File: config.mk
export PLATFORM = sky130hd
export DESIGN_NAME = insertion_sort_ctrl
export DESIGN_NICKNAME = d
export VERILOG_FILES = /design/src/rtl/insertion_sort_pkg.sv /design/src/rtl/insertion_sort_wr_join.sv /design/src/rtl/insertion_sort_ctrl.sv
export SDC_FILE = /design/constraint.sdc
export NUM_CORES = 1
export LEC_CHECK = 0
export ABC_AREA = 1
export CORE_MARGIN = 4
export CORE_UTILIZATION = 30
export CTS_CLUSTER_DIAMETER = 30
export DETAILED_ROUTE_END_ITERATION = 12
export GPL_TIMING_DRIVEN = 0
export SLEW_MARGIN = 10
export SYNTH_ARGS = -nofsm -noshare
export SYNTH_HDL_FRONTEND = slang
export SYNTH_SLANG_ARGS = --single-unit
File: constraint.sdc
create_clock -name clk -period 4.4 [get_ports clk]
set_input_delay 1.32 -clock clk [delete_from_list [all_inputs] [get_ports clk]]
set_output_delay 1.32 -clock clk [all_outputs]
set_load 0.05 [all_outputs]
File: src/rtl/insertion_sort_pkg.sv
// rtl/insertion_sort_pkg.sv - shared state encoding, select encodings and response codes for the insertion sorter
package insertion_sort_pkg;

  typedef enum logic [4:0] {
    S_IDLE, S_INIT_I, S_CHK_I,
    S_KEY_ADDR, S_KEY_AR, S_KEY_R, S_KEY_LD,
    S_CHK_J,
    S_CMP_ADDR, S_CMP_AR, S_CMP_R, S_CMP_LD, S_CMP,
    S_SHF_ADDR, S_SHF_WR, S_DEC_J,
    S_INS_ADDR, S_INS_WR, S_INC_I,
    S_DONE
  } sort_state_e;

  // Datapath mux selects: value 0 picks the first source, 1 the second.
  localparam logic SEL_I_CONST1       = 1'b0;
  localparam logic SEL_I_INC          = 1'b1;
  localparam logic SEL_J_I_MINUS_1    = 1'b0;
  localparam logic SEL_J_DEC          = 1'b1;
  localparam logic SEL_RADDR_I        = 1'b0;
  localparam logic SEL_RADDR_J        = 1'b1;
  localparam logic SEL_WADDR_J        = 1'b0;
  localparam logic SEL_WADDR_J_PLUS_1 = 1'b1;
  localparam logic SEL_WDATA_E2I      = 1'b0;
  localparam logic SEL_WDATA_E2C      = 1'b1;

  localparam int unsigned RESP_OKAY = 0;

  // Registered controller outputs, grouped so they reset and load as one word.
  typedef struct packed {
    logic busy;
    logic done;
    logic wr_go;
    logic ar_valid;
    logic r_ready;
    logic sl_1_incd_to_i;
    logic ld_i;
    logic sl_i_minus_1_decrd_to_j;
    logic ld_j;
    logic ld_elem2insert;
    logic ld_elem2compare;
    logic sl_i_j_to_arg_read_addr;
    logic ld_arg_read_addr;
    logic ld_return_read_data;
    logic sl_j_j_plus_1_to_arg_write_addr;
    logic ld_arg_write_addr;
    logic sl_elem2insert_elem2compare_to_arg_write_data;
    logic ld_arg_write_data;
  } ctrl_out_t;

endpackage

File: src/rtl/insertion_sort_wr_join.sv
// rtl/insertion_sort_wr_join.sv - issues AW and W together, retires each independently, then waits for B
module insertion_sort_wr_join (
  input  logic clk,
  input  logic rst_n,
  input  logic go_i,
  output logic aw_valid_o,
  input  logic aw_ready_i,
  output logic w_valid_o,
  input  logic w_ready_i,
  input  logic b_valid_i,
  output logic b_ready_o,
  output logic done_o
);

  logic aw_valid_q, aw_valid_d;
  logic w_valid_q, w_valid_d;
  logic b_ready_q, b_ready_d;

  // Each valid stays up until its own ready; B is requested once both channels have retired.
  always_comb begin
    aw_valid_d = aw_valid_q;
    w_valid_d  = w_valid_q;
    b_ready_d  = b_ready_q;
    if (go_i) begin
      aw_valid_d = 1'b1;
      w_valid_d  = 1'b1;
    end else begin
      if (aw_valid_q && aw_ready_i) aw_valid_d = 1'b0;
      if (w_valid_q && w_ready_i)   w_valid_d  = 1'b0;
      if ((aw_valid_q || w_valid_q) && !aw_valid_d && !w_valid_d) b_ready_d = 1'b1;
      if (b_ready_q && b_valid_i)   b_ready_d  = 1'b0;
    end
  end

  // Handshake state registers; reset drops every valid/ready immediately.
  always_ff @(posedge clk or negedge rst_n) begin
    if (!rst_n) begin
      aw_valid_q <= 1'b0;
      w_valid_q  <= 1'b0;
      b_ready_q  <= 1'b0;
    end else begin
      aw_valid_q <= aw_valid_d;
      w_valid_q  <= w_valid_d;
      b_ready_q  <= b_ready_d;
    end
  end

  assign aw_valid_o = aw_valid_q;
  assign w_valid_o  = w_valid_q;
  assign b_ready_o  = b_ready_q;
  // Internal completion strobe: the write is finished on the B handshake cycle.
  assign done_o     = b_ready_q && b_valid_i;

endmodule

File: src/rtl/insertion_sort_ctrl.sv
// rtl/insertion_sort_ctrl.sv - insertion-sort sequencer; INSERTION_SORT_CTRL_PERF_EN adds cyc_cnt/wr_cnt
module insertion_sort_ctrl
  import insertion_sort_pkg::*;
#(
  parameter int RESP_WDTH = 1
) (
  input  logic                 clk,
  input  logic                 rst_n,
  input  logic                 start,
  output logic                 busy,
  output logic                 done,
  output logic                 err,
`ifdef INSERTION_SORT_CTRL_PERF_EN
  output logic [31:0]          cyc_cnt,
  output logic [15:0]          wr_cnt,
`endif
  input  logic                 elem2insert_gt_elem2compare,
  input  logic                 j_gte_0,
  input  logic                 i_lt_arr_size,
  output logic                 sl_1_incd_to_i,
  output logic                 ld_i,
  output logic                 sl_i_minus_1_decrd_to_j,
  output logic                 ld_j,
  output logic                 ld_elem2insert,
  output logic                 ld_elem2compare,
  output logic                 sl_i_j_to_arg_read_addr,
  output logic                 ld_arg_read_addr,
  output logic                 ld_return_read_data,
  output logic                 sl_j_j_plus_1_to_arg_write_addr,
  output logic                 ld_arg_write_addr,
  output logic                 sl_elem2insert_elem2compare_to_arg_write_data,
  output logic                 ld_arg_write_data,
  output logic                 ar_valid,
  input  logic                 ar_ready,
  input  logic                 r_valid,
  output logic                 r_ready,
  output logic                 aw_valid,
  input  logic                 aw_ready,
  output logic                 w_valid,
  input  logic                 w_ready,
  input  logic                 b_valid,
  output logic                 b_ready,
  input  logic [RESP_WDTH-1:0] b_resp
);

  sort_state_e state_q, state_d;
  ctrl_out_t   out_q, out_d;
  logic        err_q, err_d;
  logic        wr_done;
  logic        start_accept;

  assign start_accept = (state_q == S_IDLE) && start;

  // Next state, plus Moore outputs decoded from the next state so they are registered yet aligned to it.
  always_comb begin
    state_d = state_q;
    unique case (state_q)
      S_IDLE:     if (start) state_d = S_INIT_I;
      S_INIT_I:   state_d = S_CHK_I;
      S_CHK_I:    state_d = i_lt_arr_size ? S_KEY_ADDR : S_DONE;
      S_KEY_ADDR: state_d = S_KEY_AR;
      S_KEY_AR:   if (ar_ready) state_d = S_KEY_R;
      S_KEY_R:    if (r_valid) state_d = S_KEY_LD;
      S_KEY_LD:   state_d = S_CHK_J;
      S_CHK_J:    state_d = j_gte_0 ? S_CMP_ADDR : S_INS_ADDR;
      S_CMP_ADDR: state_d = S_CMP_AR;
      S_CMP_AR:   if (ar_ready) state_d = S_CMP_R;
      S_CMP_R:    if (r_valid) state_d = S_CMP_LD;
      S_CMP_LD:   state_d = S_CMP;
      // Equal keys take the shift path, so the sort is not stable.
      S_CMP:      state_d = elem2insert_gt_elem2compare ? S_INS_ADDR : S_SHF_ADDR;
      S_SHF_ADDR: state_d = S_SHF_WR;
      S_SHF_WR:   if (wr_done) state_d = S_DEC_J;
      S_DEC_J:    state_d = S_CHK_J;
      S_INS_ADDR: state_d = S_INS_WR;
      S_INS_WR:   if (wr_done) state_d = S_INC_I;
      S_INC_I:    state_d = S_CHK_I;
      S_DONE:     state_d = S_IDLE;
      default:    state_d = S_IDLE;
    endcase

    out_d = '0;
    out_d.sl_1_incd_to_i                               = SEL_I_CONST1;
    out_d.sl_i_minus_1_decrd_to_j                      = SEL_J_I_MINUS_1;
    out_d.sl_i_j_to_arg_read_addr                      = SEL_RADDR_I;
    out_d.sl_j_j_plus_1_to_arg_write_addr              = SEL_WADDR_J;
    out_d.sl_elem2insert_elem2compare_to_arg_write_data = SEL_WDATA_E2I;
    out_d.busy = (state_d != S_IDLE) && (state_d != S_DONE);
    unique case (state_d)
      S_INIT_I: out_d.ld_i = 1'b1;
      S_KEY_ADDR: out_d.ld_arg_read_addr = 1'b1;
      S_CMP_ADDR: begin
        out_d.ld_arg_read_addr        = 1'b1;
        out_d.sl_i_j_to_arg_read_addr = SEL_RADDR_J;
      end
      S_KEY_AR, S_CMP_AR: out_d.ar_valid = 1'b1;
      // The datapath latches read data every cycle of the R wait; the last latch is the handshake beat.
      S_KEY_R, S_CMP_R: begin
        out_d.r_ready             = 1'b1;
        out_d.ld_return_read_data = 1'b1;
      end
      S_KEY_LD: begin
        out_d.ld_elem2insert = 1'b1;
        out_d.ld_j           = 1'b1;
      end
      S_CMP_LD: out_d.ld_elem2compare = 1'b1;
      S_SHF_ADDR: begin
        out_d.ld_arg_write_addr                             = 1'b1;
        out_d.sl_j_j_plus_1_to_arg_write_addr               = SEL_WADDR_J_PLUS_1;
        out_d.ld_arg_write_data                             = 1'b1;
        out_d.sl_elem2insert_elem2compare_to_arg_write_data = SEL_WDATA_E2C;
      end
      S_INS_ADDR: begin
        out_d.ld_arg_write_addr               = 1'b1;
        out_d.sl_j_j_plus_1_to_arg_write_addr = SEL_WADDR_J_PLUS_1;
        out_d.ld_arg_write_data               = 1'b1;
      end
      S_SHF_WR, S_INS_WR: out_d.wr_go = (state_q != state_d);
      S_DEC_J: begin
        out_d.ld_j                    = 1'b1;
        out_d.sl_i_minus_1_decrd_to_j = SEL_J_DEC;
      end
      S_INC_I: begin
        out_d.ld_i           = 1'b1;
        out_d.sl_1_incd_to_i = SEL_I_INC;
      end
      S_DONE: out_d.done = 1'b1;
      default: ;
    endcase

    err_d = err_q;
    if (start_accept) err_d = 1'b0;
    else if (b_valid && b_ready && (b_resp != RESP_WDTH'(RESP_OKAY))) err_d = 1'b1;
  end

  // State, output and sticky-error registers.
  always_ff @(posedge clk or negedge rst_n) begin
    if (!rst_n) begin
      state_q <= S_IDLE;
      out_q   <= '0;
      err_q   <= 1'b0;
    end else begin
      state_q <= state_d;
      out_q   <= out_d;
      err_q   <= err_d;
    end
  end

  insertion_sort_wr_join u_wr_join (
    .clk        (clk),
    .rst_n      (rst_n),
    .go_i       (out_q.wr_go),
    .aw_valid_o (aw_valid),
    .aw_ready_i (aw_ready),
    .w_valid_o  (w_valid),
    .w_ready_i  (w_ready),
    .b_valid_i  (b_valid),
    .b_ready_o  (b_ready),
    .done_o     (wr_done)
  );

  assign busy                            = out_q.busy;
  assign done                            = out_q.done;
  assign err                             = err_q;
  assign ar_valid                        = out_q.ar_valid;
  assign r_ready                         = out_q.r_ready;
  assign sl_1_incd_to_i                  = out_q.sl_1_incd_to_i;
  assign ld_i                            = out_q.ld_i;
  assign sl_i_minus_1_decrd_to_j         = out_q.sl_i_minus_1_decrd_to_j;
  assign ld_j                            = out_q.ld_j;
  assign ld_elem2insert                  = out_q.ld_elem2insert;
  assign ld_elem2compare                 = out_q.ld_elem2compare;
  assign sl_i_j_to_arg_read_addr         = out_q.sl_i_j_to_arg_read_addr;
  assign ld_arg_read_addr                = out_q.ld_arg_read_addr;
  assign ld_return_read_data             = out_q.ld_return_read_data;
  assign sl_j_j_plus_1_to_arg_write_addr = out_q.sl_j_j_plus_1_to_arg_write_addr;
  assign ld_arg_write_addr               = out_q.ld_arg_write_addr;
  assign sl_elem2insert_elem2compare_to_arg_write_data = out_q.sl_elem2insert_elem2compare_to_arg_write_data;
  assign ld_arg_write_data               = out_q.ld_arg_write_data;

`ifdef INSERTION_SORT_CTRL_PERF_EN
  logic [31:0] cyc_cnt_q, cyc_cnt_d;
  logic [15:0] wr_cnt_q, wr_cnt_d;

  // Saturating busy-cycle and completed-write counters, cleared on an accepted start.
  always_comb begin
    cyc_cnt_d = cyc_cnt_q;
    wr_cnt_d  = wr_cnt_q;
    if (start_accept) begin
      cyc_cnt_d = '0;
      wr_cnt_d  = '0;
    end else begin
      if (out_q.busy && (cyc_cnt_q != '1)) cyc_cnt_d = cyc_cnt_q + 32'd1;
      if (wr_done && (wr_cnt_q != '1))     wr_cnt_d  = wr_cnt_q + 16'd1;
    end
  end

  // Performance counter registers.
  always_ff @(posedge clk or negedge rst_n) begin
    if (!rst_n) begin
      cyc_cnt_q <= '0;
      wr_cnt_q  <= '0;
    end else begin
      cyc_cnt_q <= cyc_cnt_d;
      wr_cnt_q  <= wr_cnt_d;
    end
  end

  assign cyc_cnt = cyc_cnt_q;
  assign wr_cnt  = wr_cnt_q;
`endif

endmodule

Yosys cells after proc, flatten, opt, wreduce, memory -nomap -nowiden. Cells that the tools add are included.

Latch bits: 0. Memories: 0. Flip-flop bits (word level): 26. Bits in read-only memories: 0. Output and inout port bits: 21. Memory bits (writable): 0.

Divide/modulo/power cells: 0. Eq/ne operators: 36. Reductions and logical operators: 25. Mux-type cells: 36. Magnitude comparators: 0. $add $sub $neg: 0. $mul: 0. Bitwise operators: 1. Shifts and indexed selects: 0.

Operators with widths (count): $pmux 5 s17 (1); $eq 5x4->1 const B (15); $mux 5 (10); $eq 5x3->1 const B (7); $eq 5x5->1 const B (7); $mux 1 (24); $reduce_or 2->1 (9); $eq 5x2->1 const B (3); $eq 5x1->1 const B (2); $logic_and 1x1->1 (8); $logic_not 5->1 (1); $ne 5x5->1 (1); $ne 5x5->1 const B (1); $reduce_bool 5->1 (1); $reduce_bool 2->1 (2); $logic_not 1->1 (2); $mux 2 (1); $reduce_and 2->1 (1); $logic_or 1x1->1 (1); $not 1->1 (1).

Depth between registers and ports, before layout. Gate-level depths: netlist of run 1.

Depth in word-level cells: 8. Depth in mapped cells: 14. Gate-level depth less buffers: 14.

Cells and area by module. Synthesis of run 1 repeated with hierarchy kept, for this count alone.

Cell total of the unflattened synthesis: 188. Area, all modules: 1425.1 µm².

By module, submodules not included: insertion_sort_ctrl (area each 1285.0 µm², cells each 171, instances 1); insertion_sort_wr_join (area each 140.1 µm², cells each 17, instances 1).

Worst setup path after synthesis of run 1. OpenSTA, ideal clock, no wires.

Path kind: input -> register. Start point: input j_gte_0. End point: register out_q[15] (netlist bit). Setup slack: 2.166 ns. Buffers on the path: 0. Library setup time: 0.071 ns. Arrival time: 2.163 ns. Required time: 4.329 ns. Stages: 9. Cell sequence: nand3_1 nand2_1 nor2_1 nand2_1 nor2_2 nand3_1 nor2_1 nor2_1 nor2_1.

RTL lines: from (decl) (line insertion_sort_ctrl.sv:18) `input logic j_gte_0,`; to (signal assigned) (line insertion_sort_ctrl.sv:144) `out_q <= out_d;`; to (decl) (line insertion_sort_ctrl.sv:47) `ctrl_out_t out_q, out_d;`.

==> results of run 1 <==
==> placed cells by master, fill, tap and decap left out, types with 3 or more instances in the layout <==
| cell type | instances |
|---|---|
| a21oi_1 | 5 |
| buf_4 | 3 |
| clkbuf_8 | 3 |
| clkdlybuf4s50_1 | 32 |
| dfrtp_1 | 24 |
| inv_1 | 21 |
| inv_2 | 8 |
| nand2_1 | 56 |
| nand3_1 | 23 |
| nand3_2 | 4 |
| nand4_1 | 4 |
| nor2_1 | 24 |
| nor2_2 | 6 |
| o21ai_0 | 3 |
==> power by group <==
group	leakage [nW]	switching [mW]	internal [mW]
Clock	0.0216	0.0587	0.0609
Combinational	0.680	0.557	0.265
Sequential	0.320	0.0485	0.286
==> metrics by stage <==
step	power, mW	utilization
4_1_cts	1.29	0.415
5_1_grt	1.37	0.415
6_report	1.28	0.415
3_3_place_gp	1.16	0.405
2_1_floorplan	0.944	-
3_5_place_dp	1.16	0.405
==> worst min-delay path, delay by kind of cell (launching register included) <==
kind | cells | cell delay (ps)
flip-flops | 1 | 350
buffers and inverters | 1 | 60
AO/OA/AOI/OAI | 1 | 40
==> area by class of cell <==
cell class / count / area, µm² / area share
repair buffers: 32 / 320 / 0.173
well taps: 52 / 65.1 / 0.0351
inverters: 29 / 109 / 0.0587
multi-input cells: 139 / 674 / 0.363
clock buffers: 3 / 41.3 / 0.0223
flip-flops and latches: 24 / 601 / 0.324
plain buffers: 5 / 45.0 / 0.0243
==> metal layers <==
layer / global-route usage / vias up / part of all wire
met5: 0 / - / 0
met4: 0.0480 / 0 / 0.016
met3: 0.0129 / 4 / 0.033
met2: 0.188 / 26 / 0.47
met1: 0.143 / 564 / 0.48
li1: - / 685 / -
==> final timing paths <==
path | end | slack, ps | depth (start not counted)
max | sl_j_j_plus_1_to_arg_write_addr | 1570 | 2
min | u_wr_join.aw_valid_o | 480 | 2
max reg2reg | out_q[15] | 2420 | 10
min reg2reg | u_wr_join.aw_valid_o | 480 | 2
max in group asynchronous | ld_i | 2170 | 1
min in group asynchronous | u_wr_join.aw_valid_o | 1620 | 1
==> cells by family after synthesis <==
group / share of synthesized area
and+or+nand+nor: 0.421
buffers and inverters: 0.108
DFF: 0.420
AOI/OAI and AO/OA: 0.0385
xor gates and xnor gates: 0.0123
==> results.sh, run 1 <==
export IMPL_status="complete, no violations"
export IMPL_max_vdd_ir_drop_v=0.000187
export IMPL_largest_reg_flops=5
export IMPL_rsz0062_at_grt="no"
export IMPL_vias=1279
export IMPL_fin_crit_ps=2830
export IMPL_syn_inst=197
export IMPL_hpwl_um=2590
export IMPL_critical_path_max_stage_delay_ps=780
export IMPL_synth_edf_count=0
export IMPL_areaGrowthSynthToFinish_pct=29.9
export IMPL_wl_per_cell_um=11.1
export IMPL_setup_viol=0
export IMPL_preCtsSetupSlack_ps=1520
export IMPL_synthTopCellsByCount="nand2_1, dfrtp_1, nor2_1"
export IMPL_cts_setup_buffers=0
export IMPL_hp_start="out_q[15]"
export IMPL_syn_area_per_cell_um2=7.25
export IMPL_required_ps=3080
export IMPL_cts_root_buf="clkbuf_8"
export IMPL_grt_usage=0.111
export IMPL_clk_pin_slew_ps=70
export IMPL_synth_cell_area_um2=1430
export IMPL_insertion_delay_ps=260
export IMPL_drtIter0Drc=62
export IMPL_cts_tree="done"
export IMPL_critPathBufInv=2
export IMPL_synthFlopType="dfrtp_1"
export IMPL_grt_max_degree=25
export IMPL_drive_gt1_frac=0.151
export IMPL_hold_viol_final=0
export IMPL_dp_cells=281
export IMPL_cts_hold_buf=0
export IMPL_cts_repair_resized=0
export IMPL_finalWeightedCongestion=0.854
export IMPL_drv_cap=0
export IMPL_fmax_ghz=0.353
export IMPL_top_register="state_q"
export IMPL_worstPathCellList="buf_4 > clkdlybuf4s50_1"
export IMPL_yosysTopAreaCellShare=0.420
export IMPL_synth_cell_type_count=23
export IMPL_synth_area_leaders="dfrtp_1, nand2_1, nand3_1"
export IMPL_finalCritPeriodShare=0.644
export IMPL_synth_net_count=209
export IMPL_drt_pass1_iterations=4
export IMPL_cts_buffers=3
export IMPL_setup_ws_ps=1570
export IMPL_tns_ps=0
export IMPL_rows=24
export IMPL_final_antenna_net_count=0
export IMPL_die_area_um2=5930
export IMPL_ys_warn_count=0
export IMPL_critPathKind="reg -> out"
export IMPL_yosysSeqAreaShare=0.420
export IMPL_clockBufferDepth=2
export IMPL_grt_pass1_vias=1185
export IMPL_io_buffers=32
export IMPL_fillers=465
export IMPL_startpoint="ld_arg_write_addr"
export IMPL_worst_pin_slew_ps=1010
export IMPL_ys_seq_elements=24
export IMPL_cp_slowest_cell="clkdlybuf4s50_1"
export IMPL_finClkSkew_ps=4.14
export IMPL_pin_count=33
export IMPL_dieWidth_um=77.0
export IMPL_placed_area_um2=1810
export IMPL_stdcell_area_um2=1860
export IMPL_drc=0
export IMPL_layoutNonFillerInstCount=284
export IMPL_async_reset_ff_frac=1.00
export IMPL_max_slew_margin_rel=0.324
export IMPL_cp_start_kind="register"
export IMPL_grt_pass1_wl_um=5380
export IMPL_die_y_um=77.0
export IMPL_initial_core_util=0.319
export IMPL_holdWs_ps=479
export IMPL_crit_fanout=3
export IMPL_clkSinkCount=24
export IMPL_via_per_inst=4.50
export IMPL_powerDensity_nw_per_um2=687
export IMPL_hold_class="reg -> reg"
export IMPL_arrival_ps=1510
export IMPL_yosys_area_top_type="dfrtp_1"
export IMPL_final_nets=246
export IMPL_maxSlewViolCount=0
export IMPL_p_leak_nw=1.02
export IMPL_endpoint_kind="primary output"
export IMPL_yosysMostFrequentCell="nand2_1"
export IMPL_grt_ovfl_total=0
export IMPL_antenna_found_initial=0
export IMPL_core_um2=4470
export IMPL_regToRegStartpoint="state_q[3]"
export IMPL_routed_wl_um=3140
export IMPL_critPathTopFamily="buffers and inverters"
export IMPL_cts_htree_levels=1
export IMPL_antennaDiodeCount=0
No activity file was read; power rests on OpenSTA's default activity.
==> inputs of run 2 (changes only) <==
==> constraint.sdc (replaced) <==
create_clock -name clk -period 2.6 [get_ports clk]
set_input_delay 0.78 -clock clk [delete_from_list [all_inputs] [get_ports clk]]
set_output_delay 0.78 -clock clk [all_outputs]
set_load 0.05 [all_outputs]
==> results of run 2 <==
Same layout as run 1 (identical final DEF). Status: complete, no violations.
Among the figures that moved: setup slack after placement 1520 ps -> 263 ps; setup slack after layout 1570 ps -> 306 ps; register-to-register setup slack 2420 ps -> 620 ps; total power 1.28 mW -> 2.16 mW; worst IR drop on VDD 0.000187 V -> 0.000317 V
